[config.mk]
export PLATFORM = sky130hd
export DESIGN_NAME = uart_rx_fifo_flat
export DESIGN_NICKNAME = d
export VERILOG_FILES = /design/src/rtl/uart_pkg.sv /design/src/rtl/uart_rx_fifo_if.sv /design/src/rtl/uart_fifo_mem.sv /design/src/rtl/uart_rx_fifo.sv /design/src/flat_wrapper.sv
export SDC_FILE = /design/constraint.sdc
export NUM_CORES = 1
export LEC_CHECK = 0
export ABC_AREA = 1
export ABC_CLOCK_PERIOD_IN_PS = 2600
export CAP_MARGIN = 20
export CELL_PAD_IN_SITES_DETAIL_PLACEMENT = 1
export CELL_PAD_IN_SITES_GLOBAL_PLACEMENT = 1
export CORE_MARGIN = 3
export CORE_UTILIZATION = 45
export DETAILED_ROUTE_END_ITERATION = 12
export PLACE_DENSITY = 0.8
export SYNTH_ARGS = -nofsm -noshare
export SYNTH_HDL_FRONTEND = slang
export SYNTH_SLANG_ARGS = --single-unit
[constraint.sdc]
create_clock -name clk -period 2.6 [get_ports clk]
set_clock_uncertainty 0.05 [all_clocks]
set_input_delay 0.26 -clock clk [delete_from_list [all_inputs] [get_ports clk]]
set_output_delay 0.26 -clock clk [all_outputs]
set_load 0.03 [all_outputs]
[src/rtl/uart_pkg.sv]
// Shared UART definitions: receiver data width and pointer width helper.
// Latency: n/a (package only).
// Backpressure: n/a (package only).
package uart_pkg;

  // Width of one received character, shared by the receiver and its buffers.
  localparam int UART_DATA_W = 8;

  // Circular-buffer pointer width: index bits plus one wrap bit.
  // The wrap bit is what tells a full buffer from an empty one.
  function automatic int ptr_width(input int depth);
    return $clog2(depth) + 1;
  endfunction

endpackage

[src/rtl/uart_rx_fifo_if.sv]
// Write strike and FWFT read stream between the UART receiver, the buffer and the host.
// Latency: wires only.
// Backpressure: none on the write side; rd_ready throttles the read side.
interface uart_rx_fifo_if
  import uart_pkg::*;
#(
  parameter int DATA_W = UART_DATA_W
);

  logic [DATA_W-1:0] wr_data;
  logic              wr_valid;
  logic [DATA_W-1:0] rd_data;
  logic              rd_valid;
  logic              rd_ready;

  // Environment side: the receiver strikes bytes in and the host consumes them.
  modport master (
    output wr_data, wr_valid, rd_ready,
    input  rd_data, rd_valid
  );

  // Buffer side.
  modport slave (
    input  wr_data, wr_valid, rd_ready,
    output rd_data, rd_valid
  );

endinterface

[src/rtl/uart_fifo_mem.sv]
// DEPTH x DATA_W storage for the receive buffer; synchronous write, asynchronous read.
// Latency: a write is visible on the read port right after the writing edge.
// Backpressure: none; the caller decides when to write.
module uart_fifo_mem #(
  parameter int DATA_W = 8,
  parameter int DEPTH  = 16
) (
  input  logic                     clk,
  input  logic                     we,
  input  logic [$clog2(DEPTH)-1:0] waddr,
  input  logic [DATA_W-1:0]        wdata,
  input  logic [$clog2(DEPTH)-1:0] raddr,
  output logic [DATA_W-1:0]        rdata
);

  logic [DATA_W-1:0] mem [DEPTH];

  // Storage array is not reset; the top-level masks rd_data while the buffer is empty.
  always_ff @(posedge clk) begin
    if (we) begin
      mem[waddr] <= wdata;
    end
  end

  assign rdata = mem[raddr];

endmodule

[src/rtl/uart_rx_fifo.sv]
// Receive buffer: captures receiver bytes, presents them FWFT, tracks drops and drives rts_n.
// Latency: a byte written into an empty buffer is on rd_data in the next cycle.
// Backpressure: the receiver cannot be stalled, so writes into a full buffer are dropped and counted.
module uart_rx_fifo
  import uart_pkg::*;
#(
  parameter int DATA_W       = UART_DATA_W,
  parameter int DEPTH        = 16,
  parameter int AFULL_THRESH = 12
) (
  input  logic                   clk,
  input  logic                   rst_n,
  uart_rx_fifo_if.slave          bus,
  input  logic                   flush,
  output logic [$clog2(DEPTH):0] level,
  output logic                   empty,
  output logic                   full,
  output logic                   overflow,
  output logic [7:0]             ovf_count,
  input  logic                   clr_ovf,
  output logic                   rts_n
);

  localparam int PW = ptr_width(DEPTH);
  localparam int AW = PW - 1;

  localparam logic [PW-1:0] DEPTH_L  = PW'(DEPTH);
  localparam logic [PW-1:0] THRESH_L = PW'(AFULL_THRESH);
  localparam logic [PW-1:0] ONE_L    = PW'(1);

  logic [PW-1:0]     wr_ptr;
  logic [PW-1:0]     rd_ptr;
  logic [PW-1:0]     level_q;
  logic [PW-1:0]     level_nxt;
  logic              empty_q;
  logic              full_q;
  logic              rts_q;
  logic              ovf_q;
  logic [7:0]        ovf_cnt_q;
  logic              push;
  logic              pop;
  logic              drop;
  logic [DATA_W-1:0] mem_rdata;

  // Flush overrides everything; a full buffer still accepts a byte when the head leaves in the same cycle.
  assign pop  = !empty_q && bus.rd_ready && !flush;
  assign push = bus.wr_valid && (!full_q || pop) && !flush;
  assign drop = bus.wr_valid && full_q && !pop && !flush;

  uart_fifo_mem #(
    .DATA_W (DATA_W),
    .DEPTH  (DEPTH)
  ) u_mem (
    .clk   (clk),
    .we    (push),
    .waddr (wr_ptr[AW-1:0]),
    .wdata (bus.wr_data),
    .raddr (rd_ptr[AW-1:0]),
    .rdata (mem_rdata)
  );

  // Next occupancy, shared by the level counter, the flags and rts_n.
  always_comb begin
    level_nxt = level_q;
    if (flush) begin
      level_nxt = '0;
    end else if (push && !pop) begin
      level_nxt = level_q + ONE_L;
    end else if (pop && !push) begin
      level_nxt = level_q - ONE_L;
    end
  end

  // Read/write pointers; index bits wrap naturally because DEPTH is a power of two.
  always_ff @(posedge clk or negedge rst_n) begin
    if (!rst_n) begin
      wr_ptr <= '0;
      rd_ptr <= '0;
    end else if (flush) begin
      wr_ptr <= '0;
      rd_ptr <= '0;
    end else begin
      if (push) wr_ptr <= wr_ptr + ONE_L;
      if (pop)  rd_ptr <= rd_ptr + ONE_L;
    end
  end

  // Registered occupancy, flags and far-end flow control, all taken from the same next level.
  always_ff @(posedge clk or negedge rst_n) begin
    if (!rst_n) begin
      level_q <= '0;
      empty_q <= 1'b1;
      full_q  <= 1'b0;
      rts_q   <= 1'b0;
    end else begin
      level_q <= level_nxt;
      empty_q <= (level_nxt == '0);
      full_q  <= (level_nxt == DEPTH_L);
      rts_q   <= (level_nxt >= THRESH_L);
    end
  end

  // Drop accounting; a drop in the same cycle as a clear leaves exactly one counted drop.
  always_ff @(posedge clk or negedge rst_n) begin
    if (!rst_n) begin
      ovf_q     <= 1'b0;
      ovf_cnt_q <= '0;
    end else if (drop) begin
      ovf_q <= 1'b1;
      if (clr_ovf) begin
        ovf_cnt_q <= 8'd1;
      end else if (ovf_cnt_q != 8'hFF) begin
        ovf_cnt_q <= ovf_cnt_q + 8'd1;
      end
    end else if (clr_ovf) begin
      ovf_q     <= 1'b0;
      ovf_cnt_q <= '0;
    end
  end

  // Stale memory contents are hidden while empty so rd_data reads zero with no head.
  assign bus.rd_valid = !empty_q;
  assign bus.rd_data  = empty_q ? '0 : mem_rdata;

  assign level     = level_q;
  assign empty     = empty_q;
  assign full      = full_q;
  assign overflow  = ovf_q;
  assign ovf_count = ovf_cnt_q;
  assign rts_n     = rts_q;

endmodule

[src/flat_wrapper.sv]
// flat-port wrapper written by rule: the top's interface ports become plain ports
module uart_rx_fifo_flat import uart_pkg::*;
#(
  parameter int DATA_W       = UART_DATA_W,
  parameter int DEPTH        = 16,
  parameter int AFULL_THRESH = 12
)
  (clk, rst_n, flush, level, empty, full, overflow, ovf_count, clr_ovf, rts_n, bus_wr_data, bus_wr_valid, bus_rd_ready, bus_rd_data, bus_rd_valid);
  uart_rx_fifo_if #(.DATA_W(DATA_W)) bus_i ();
  input  logic clk;
  input  logic rst_n;
  input  logic flush;
  output logic [$clog2(DEPTH):0] level;
  output logic empty;
  output logic full;
  output logic overflow;
  output logic [7:0] ovf_count;
  input  logic clr_ovf;
  output logic rts_n;
  input wire logic [$bits(bus_i.wr_data)-1:0] bus_wr_data;
  input wire logic [$bits(bus_i.wr_valid)-1:0] bus_wr_valid;
  input wire logic [$bits(bus_i.rd_ready)-1:0] bus_rd_ready;
  output wire logic [$bits(bus_i.rd_data)-1:0] bus_rd_data;
  output wire logic [$bits(bus_i.rd_valid)-1:0] bus_rd_valid;
  assign bus_i.wr_data = bus_wr_data;
  assign bus_i.wr_valid = bus_wr_valid;
  assign bus_i.rd_ready = bus_rd_ready;
  assign bus_rd_data = bus_i.rd_data;
  assign bus_rd_valid = bus_i.rd_valid;
  uart_rx_fifo #(.DATA_W(DATA_W), .DEPTH(DEPTH), .AFULL_THRESH(AFULL_THRESH)) u_core (.clk(clk), .rst_n(rst_n), .bus(bus_i), .flush(flush), .level(level), .empty(empty), .full(full), .overflow(overflow), .ovf_count(ovf_count), .clr_ovf(clr_ovf), .rts_n(rts_n));
endmodule
==> impl_results.md <==
* Outcome: complete, no violations
* CP cell instances: inv_1 -> buf_12 -> nor2_1 -> o21ai_0 -> o211ai_1 -> a21oi_1 -> buf_4
* Min Tclk post-route at 2.53 ns
* Syn Area/Cell at 11.2 sq um
* Nets at 664
* Yosys top cell area share at 0.585
* Top-count cell post-synth: edfxtp_1
* DR pass1 iterations at 5
* WS Path Type: flip-flop to output port
* Chip width at 127 um
* Core box area at 0.0141 sq mm
* Footprint of the multi-input gates at 0.00184 sq mm
* Worst path top cell family by delay: compound AO/OA/AOI/OAI gates
* Post-detail-place hpwl at 11.9 mm
* Post-Route WL at 18.2 mm
* Die area at 0.0161 sq mm
* CTS buffer count at 17
* Crit. Startpoint: u_core.rd_ptr[0]
* Largest net degree at the start of global routing at 67
* CTS tree: yes
* IO Pins at 40
* R2R Path End: u_core.u_mem.mem[8][0]
* Fmax at 396 MHz
* Post-synth EDFFs at 128
* Share of cells above drive strength 1 at 0.110
* Hold Slack at 0.143 ns
* Final WS setup at 0.0717 ns
* Cells taking the most area after synthesis: edfxtp_1 (58%), dfrtp_1 (9.1%), nor2_1 (7.1%)
* Fill count at 1491
* Critical Path Max Stage Delay at 0.42 ns
* Clk buf depth at 2
* Cells after Synth at 587
* Worst skew pair latency at 0.43 ns
* Syn nets at 609
* Initial antenna violation count at 0
* Crit path buffers/inverters at 3
* Clock transition at path regs at 0.06 ns
* Seq/Total Area, Yosys at 0.680
* Storage cell area at 0.00447 sq mm
* Relative slew slack at 0.417
* Total power at 5.79 mW
* Routability cong. at 0.864
* Global-route wire length before repair at 28.6 mm
* R2r worst-path depth at 8
* Fin cells at 835
* Worst Path Arrival at 2.22 ns
* Warnings, synthesis at 0
* Root Buffer: clkbuf_16
* Post-synthesis cell area at 0.00657 sq mm
* Pins Over Slew Limit at 0
* Fin crit share at 0.972
* Crit end category: output port
* Vias post-DR at 4791
* Starting Density at 0.466
* P per Cell Area at 745 mW/mm^2
* Leak at 2.86 nW
* Inst Count DP at 803
* DP Worst Slack at 0.0881 ns
* Max-Cap Viols at 0
* WP data required at 2.29 ns
* CTS Sinks at 153
* # port buffers at 39
* Via/cell ratio at 5.74
* Total congestion overflow at 0
* Die Span Y at 127 um
* Hold_buf cts at 0
* DRC at 0
* CP max-delay cell: dfrtp_2
* Cell variety after synth at 30
* Hold Crit Class: input pin to asynchronous set/reset pin
* Kind of start point of the critical path: flip-flop
* Post-CTS setup buffer count at 0
* Vias in the first global route at 5109
* Antenna-violating nets left at 0
* Flops & latches, synth at 153
* Ys async rst share at 0.163
* Fin. Hold Viols at 0
* Max rail drop VDD at 0.497 mV
* Area Overhead vs Synth at 18.3%
* Slew @ Worst Pin at 0.871 ns
* 1st-iter DRT viols at 467
* Antenna fix cells at 0
* Wire per inst at 21.7 um
* Flop2flop setup slack at 0.38 ns
* Commonest cells in the netlist: edfxtp_1 (128), nor2_1 (124), o21ai_0 (83)
* Row cnt at 43
* Maximum fanout along the worst path at 65
* Most used DFF post-synth: edfxtp_1
* Endpoints failing setup at 0
* Global Route Usage Sum at 0.235
* Unrepaired setup endpoints after global routing: true
* FF-to-FF Start: u_core.empty
* Setup TNS at 0 ns
* Dominant cell type by area after synthesis: edfxtp_1
* # H-tree levels at 4
## report_power, final
| part | switching, mW | total [mW] | internal (mW) |
|---|---|---|---|
| combinational | 0.584 | 0.852 | 0.268 |
| sequential | 0.0547 | 2.76 | 2.70 |
| clock | 0.924 | 2.18 | 1.26 |
## kinds of logic after synthesis
kind of cell / Yosys count / share of synthesized area
fa+ha+maj: 8 / 0.0152
flops: 153 / 0.680
xor+xnor: 2 / 0.00267
compound gates: 133 / 0.115
simple gates: 226 / 0.145
buf+inv: 65 / 0.0417
## routing by layer
metal  up-vias  share of wire  track usage
met5         -              0            0
met4         0          0.028        0.107
li1       2191              -            -
met1      2415           0.43        0.307
met2       148           0.49        0.378
met3        37          0.047       0.0535
## flip-flops by register name (all words and copies together), names as in the netlist
register          flops
u_core.rd_ptr         4
u_core.ovf_count      8
u_core.full           1
u_core.u_mem.mem    128
u_core.overflow       1
u_core.rts_n          1
u_core.level          5
u_core.wr_ptr         4
u_core.empty          1
## placed cells by master, fill, tap and decap left out
cell / n
dfstp_2: 1
nand2_2: 1
dfrtp_2: 1
o221ai_1: 1
clkbuf_8: 2
nand4_2: 1
buf_4: 29
nand4_1: 7
buf_12: 3
clkbuf_1: 7
nor2_2: 2
nand3_2: 1
nor2_1: 124
nand2_4: 2
dfrtp_1: 23
nand2_1: 52
o21a_1: 1
nor3b_1: 1
clkinv_1: 3
a211oi_1: 1
inv_1: 31
ha_1: 8
clkinv_2: 6
o211ai_1: 32
inv_2: 4
xor2_1: 2
o21ai_1: 4
nand3_1: 31
o221ai_2: 1
clkbuf_16: 17
o21ai_0: 80
nor3_1: 4
clkdlybuf4s50_1: 31
a21oi_1: 12
edfxtp_1: 128
o21ai_2: 1
## area by class of cell
| cell class | instances | share of cell area |
|---|---|---|
| tap | 180 | 0.0290 |
| clock buffer | 26 | 0.0616 |
| multi-input combinational | 369 | 0.236 |
| sequential | 153 | 0.575 |
| timing repair buffer | 63 | 0.0756 |
| clock inverter | 6 | 0.00370 |
| inverter | 38 | 0.0185 |
## how the worst max path moves through the flow
| stage | slack [ns] | depth (start not counted) | end |
|---|---|---|---|
| 2_1_floorplan | 0.42 | 8 | u_core.u_mem.mem[0][0] |
| 3_3_place_gp | 0.23 | 9 | u_core.u_mem.mem[12][0] |
| 3_5_place_dp | 0.09 | 9 | u_core.u_mem.mem[8][6] |
| 4_1_cts | 0.02 | 7 | bus_rd_data[2] |
| 5_1_grt | -0.02 | 8 | bus_rd_data[3] |
| 6_report | 0.07 | 7 | bus_rd_data[3] |
## what timing repair did
action	4_1_cts	5_1_grt
resized for setup	2	4
setup endpoints to repair	8	5
pin swaps	0	1
hold endpoints to repair	0	0
## metrics by stage
| stage | cell area (sq um) | utilization |
|---|---|---|
| 2_1_floorplan | 6570 | - |
| 4_1_cts | 7760 | 0.551 |
| 5_1_grt | 7770 | 0.551 |
| 6_report | 7770 | 0.551 |
| 3_5_place_dp | 7250 | 0.515 |
| 3_3_place_gp | 7250 | 0.515 |
No activity file was read; power rests on OpenSTA's default activity.
==> variant (same flow settings) <==
`AFULL_THRESH` is set to 12 in 2 places; all go to 9.
--- a/src/rtl/uart_rx_fifo.sv
+++ b/src/rtl/uart_rx_fifo.sv
@@ -8,3 +8,3 @@
   parameter int DEPTH        = 16,
-  parameter int AFULL_THRESH = 12
+  parameter int AFULL_THRESH = 9
 ) (
--- a/src/flat_wrapper.sv
+++ b/src/flat_wrapper.sv
@@ -5,3 +5,3 @@
   parameter int DEPTH        = 16,
-  parameter int AFULL_THRESH = 12
+  parameter int AFULL_THRESH = 9
 )
Formal check against the unedited RTL: not equivalent (Yosys sat finds a counterexample within 10 cycles, from zero or initial values and one cycle with rst_n low).
==> variant against the unedited design <==
Wire length decreased by 0.41%. Total power up 7.9%. Sequential cell count is the same. Area after synthesis rose by 0.61%. First-iteration DRC count decreased by 7.3%. Cell area rose by 2.0%. Count of clock-buffer cells in the layout shrank 8. Worst setup slack gained 37 ps.
==> variant: results (changes against the unedited design) <==
{| class="wikitable"
! Metric !! Value
|-
| Detailed-placement wirelength estimate || 12.2 mm (+2.8%)
|-
| Number of slew-limit violations in the final report || 0 (unchanged)
|-
| Worst slack at placement || 159 ps (+70.5 ps)
|-
| Antenna violations before repair || 1 (+1)
|-
| Layout cell share with drive strength beyond 1 || 0.132 (+0.0223)
|-
| Number of warnings reported in the yosys synthesis log || 0 (unchanged)
|-
| Static leakage || 0.00294 µW (+2.9%)
|-
| Vias after detailed routing || 4811 (+0.42%)
|-
| Maximum buffer depth of the clock tree || 2 (unchanged)
|-
| Worst IR Drop VDD || 0.000412 V (-17%)
|-
| Type of the worst min-delay path || in -> async
|-
| Commonest cells in the synthesized netlist || edfxtp_1, nor2_1, o21ai_0
|-
| Critical Path Fanout Max || 28 (-57%)
|-
| Number of flops mapped to enable cells by yosys || 128 (unchanged)
|-
| Count of TritonRoute iterations in the first routing pass || 5 (unchanged)
|-
| Port bufs || 39 (unchanged)
|-
| Source-to-sink clock delay at the later pin of the worst-skew pair || 410 ps (-20 ps)
|-
| Maximum number of pins on one net before global-route repair || 32 (-52%)
|-
| Routed wire length || 18.1 mm (-0.41%)
|-
| Number of clock buffers inserted by TritonCTS || 17 (unchanged)
|-
| Ant. Diodes || 0 (unchanged)
|-
| Most area-consuming cells after synthesis || edfxtp_1, dfrtp_1, nor2_1
|-
| Number of global-route vias before repair || 5191 (+1.6%)
|-
| Result of the run || finished, final reports clean
|-
| 1st-iter DRT viols || 433 (-7.3%)
|-
| Final setup violating endpoints || 0 (unchanged)
|-
| # Post-CTS Setup Buffers || 0 (unchanged)
|-
| Overall fraction of global-route tracks in use || 0.237 (+0.00192)
|-
| Clock Tree Root || clkbuf_16
|-
| Layout net count || 683 (+2.9%)
|-
| Post-detailed-route count of antenna-violating nets || 0 (unchanged)
|-
| Max FFs per register || 128 (unchanged)
|-
| Asr flop ratio synth || 0.163 (unchanged)
|-
| Dominant register cell in the synthesized netlist || edfxtp_1
|-
| Number of unique standard cell types used by synthesis || 31 (+3.3%)
|-
| Largest register by flop count || u_core.u_mem.mem
|-
| Max-slew headroom || 0.515 (+0.0973)
|-
| Synthesized Nets || 617 (+1.3%)
|-
| H-tree level count || 4 (unchanged)
|-
| Worst EP arrival || 2180 ps (-40 ps)
|-
| Clock-pin slew on the worst setup and hold paths || 60 ps (about the same)
|-
| Global-route wire length before repair || 29.0 mm (+1.4%)
|-
| Sequential cell area fraction in the yosys report || 0.676 (-0.00412)
|-
| Routability congestion estimate || 0.894 (+3.5%)
|}
## variant: changes by cell type in the layout (fill, tap and decap cells not counted), sizes merged, moves of 4 or more
cell / change
nand2: +13
o21ai: -10
nand3: +9
clkinv: +4
buf: +6
## variant: final cells by class
cell class / instances / area [µm²]
Tap cell: 180 / 225
Sequential cell: 153 / 4470
Fill cell: 1503 / 6220
Multi-Input combinational cell: 379 / 1880
Clock buffer: 18 / 429
Inverter: 36 / 136
Timing Repair Buffer: 74 / 653
Clock inverter: 13 / 130
## variant: metal layers
metal	share of wire	vias to the layer above	track usage	wire length [µm]
li1	-	2227	-	-
met1	0.42	2412	0.300	7540
met2	0.50	140	0.404	9090
met3	0.054	30	0.0539	974
met4	0.026	2	0.0852	463
met5	0.00072	-	0	13
## variant: logic make-up after synthesis
logic type | Yosys count | synth area share
compound gates | 122 | 0.105
xor+xnor | 3 | 0.00397
fa+ha+maj | 8 | 0.0151
buf+inv | 63 | 0.0411
flops | 153 | 0.676
simple gates | 246 | 0.158
## variant: per-stage QoR
step	area, µm²	hold WS (ps)	instances	total power, µW	utilization
after CTS	7930	177	853	6280	0.560
after global placement	7370	420	822	3900	0.521
after detailed placement	7370	431	822	3950	0.521
final	7930	176	853	6250	0.560
after floorplan	6610	-85.6	595	3510	-
after global routing	7930	188	853	6530	0.560
## variant: path summary, 6_finish.rpt
kind                                           to             start  slack, ps  depth (start not counted)
hold reg to reg                   u_core.overflow   u_core.overflow        440                          2
min in group clk                  u_core.overflow   u_core.overflow        440                          2
hold / removal                u_core.ovf_count[5]             rst_n        180                          2
setup reg to reg           u_core.u_mem.mem[9][6]      u_core.empty        480                          8
setup / recovery                   bus_rd_data[5]  u_core.rd_ptr[0]        110                          7
max in group asynchronous            u_core.empty             rst_n       2010                          2
## variant: repair_timing
| action | in CTS | in global routing |
|---|---|---|
| hold buffers | 0 | 0 |
| endpoints found under the setup margin | 5 | 8 |
| resized for setup | 6 | 15 |
## variant: report_power, final
| group | switching (µW) | leakage [µW] | internal [µW] |
|---|---|---|---|
| combinational | 744 | 0.00117 | 369 |
| sequential | 75.0 | 0.00149 | 2720 |
| clock | 946 | 0.000273 | 1400 |
| total | 1760 | 0.00294 | 4490 |
## variant: worst max-delay path: stages (launching register included)
cell,delay (ps)
dfrtp_2,430
clkinv_1,120
buf_6,240
nor2_1,80
o211ai_1,300
nand3_1,150
a21oi_1,230
buf_4,210
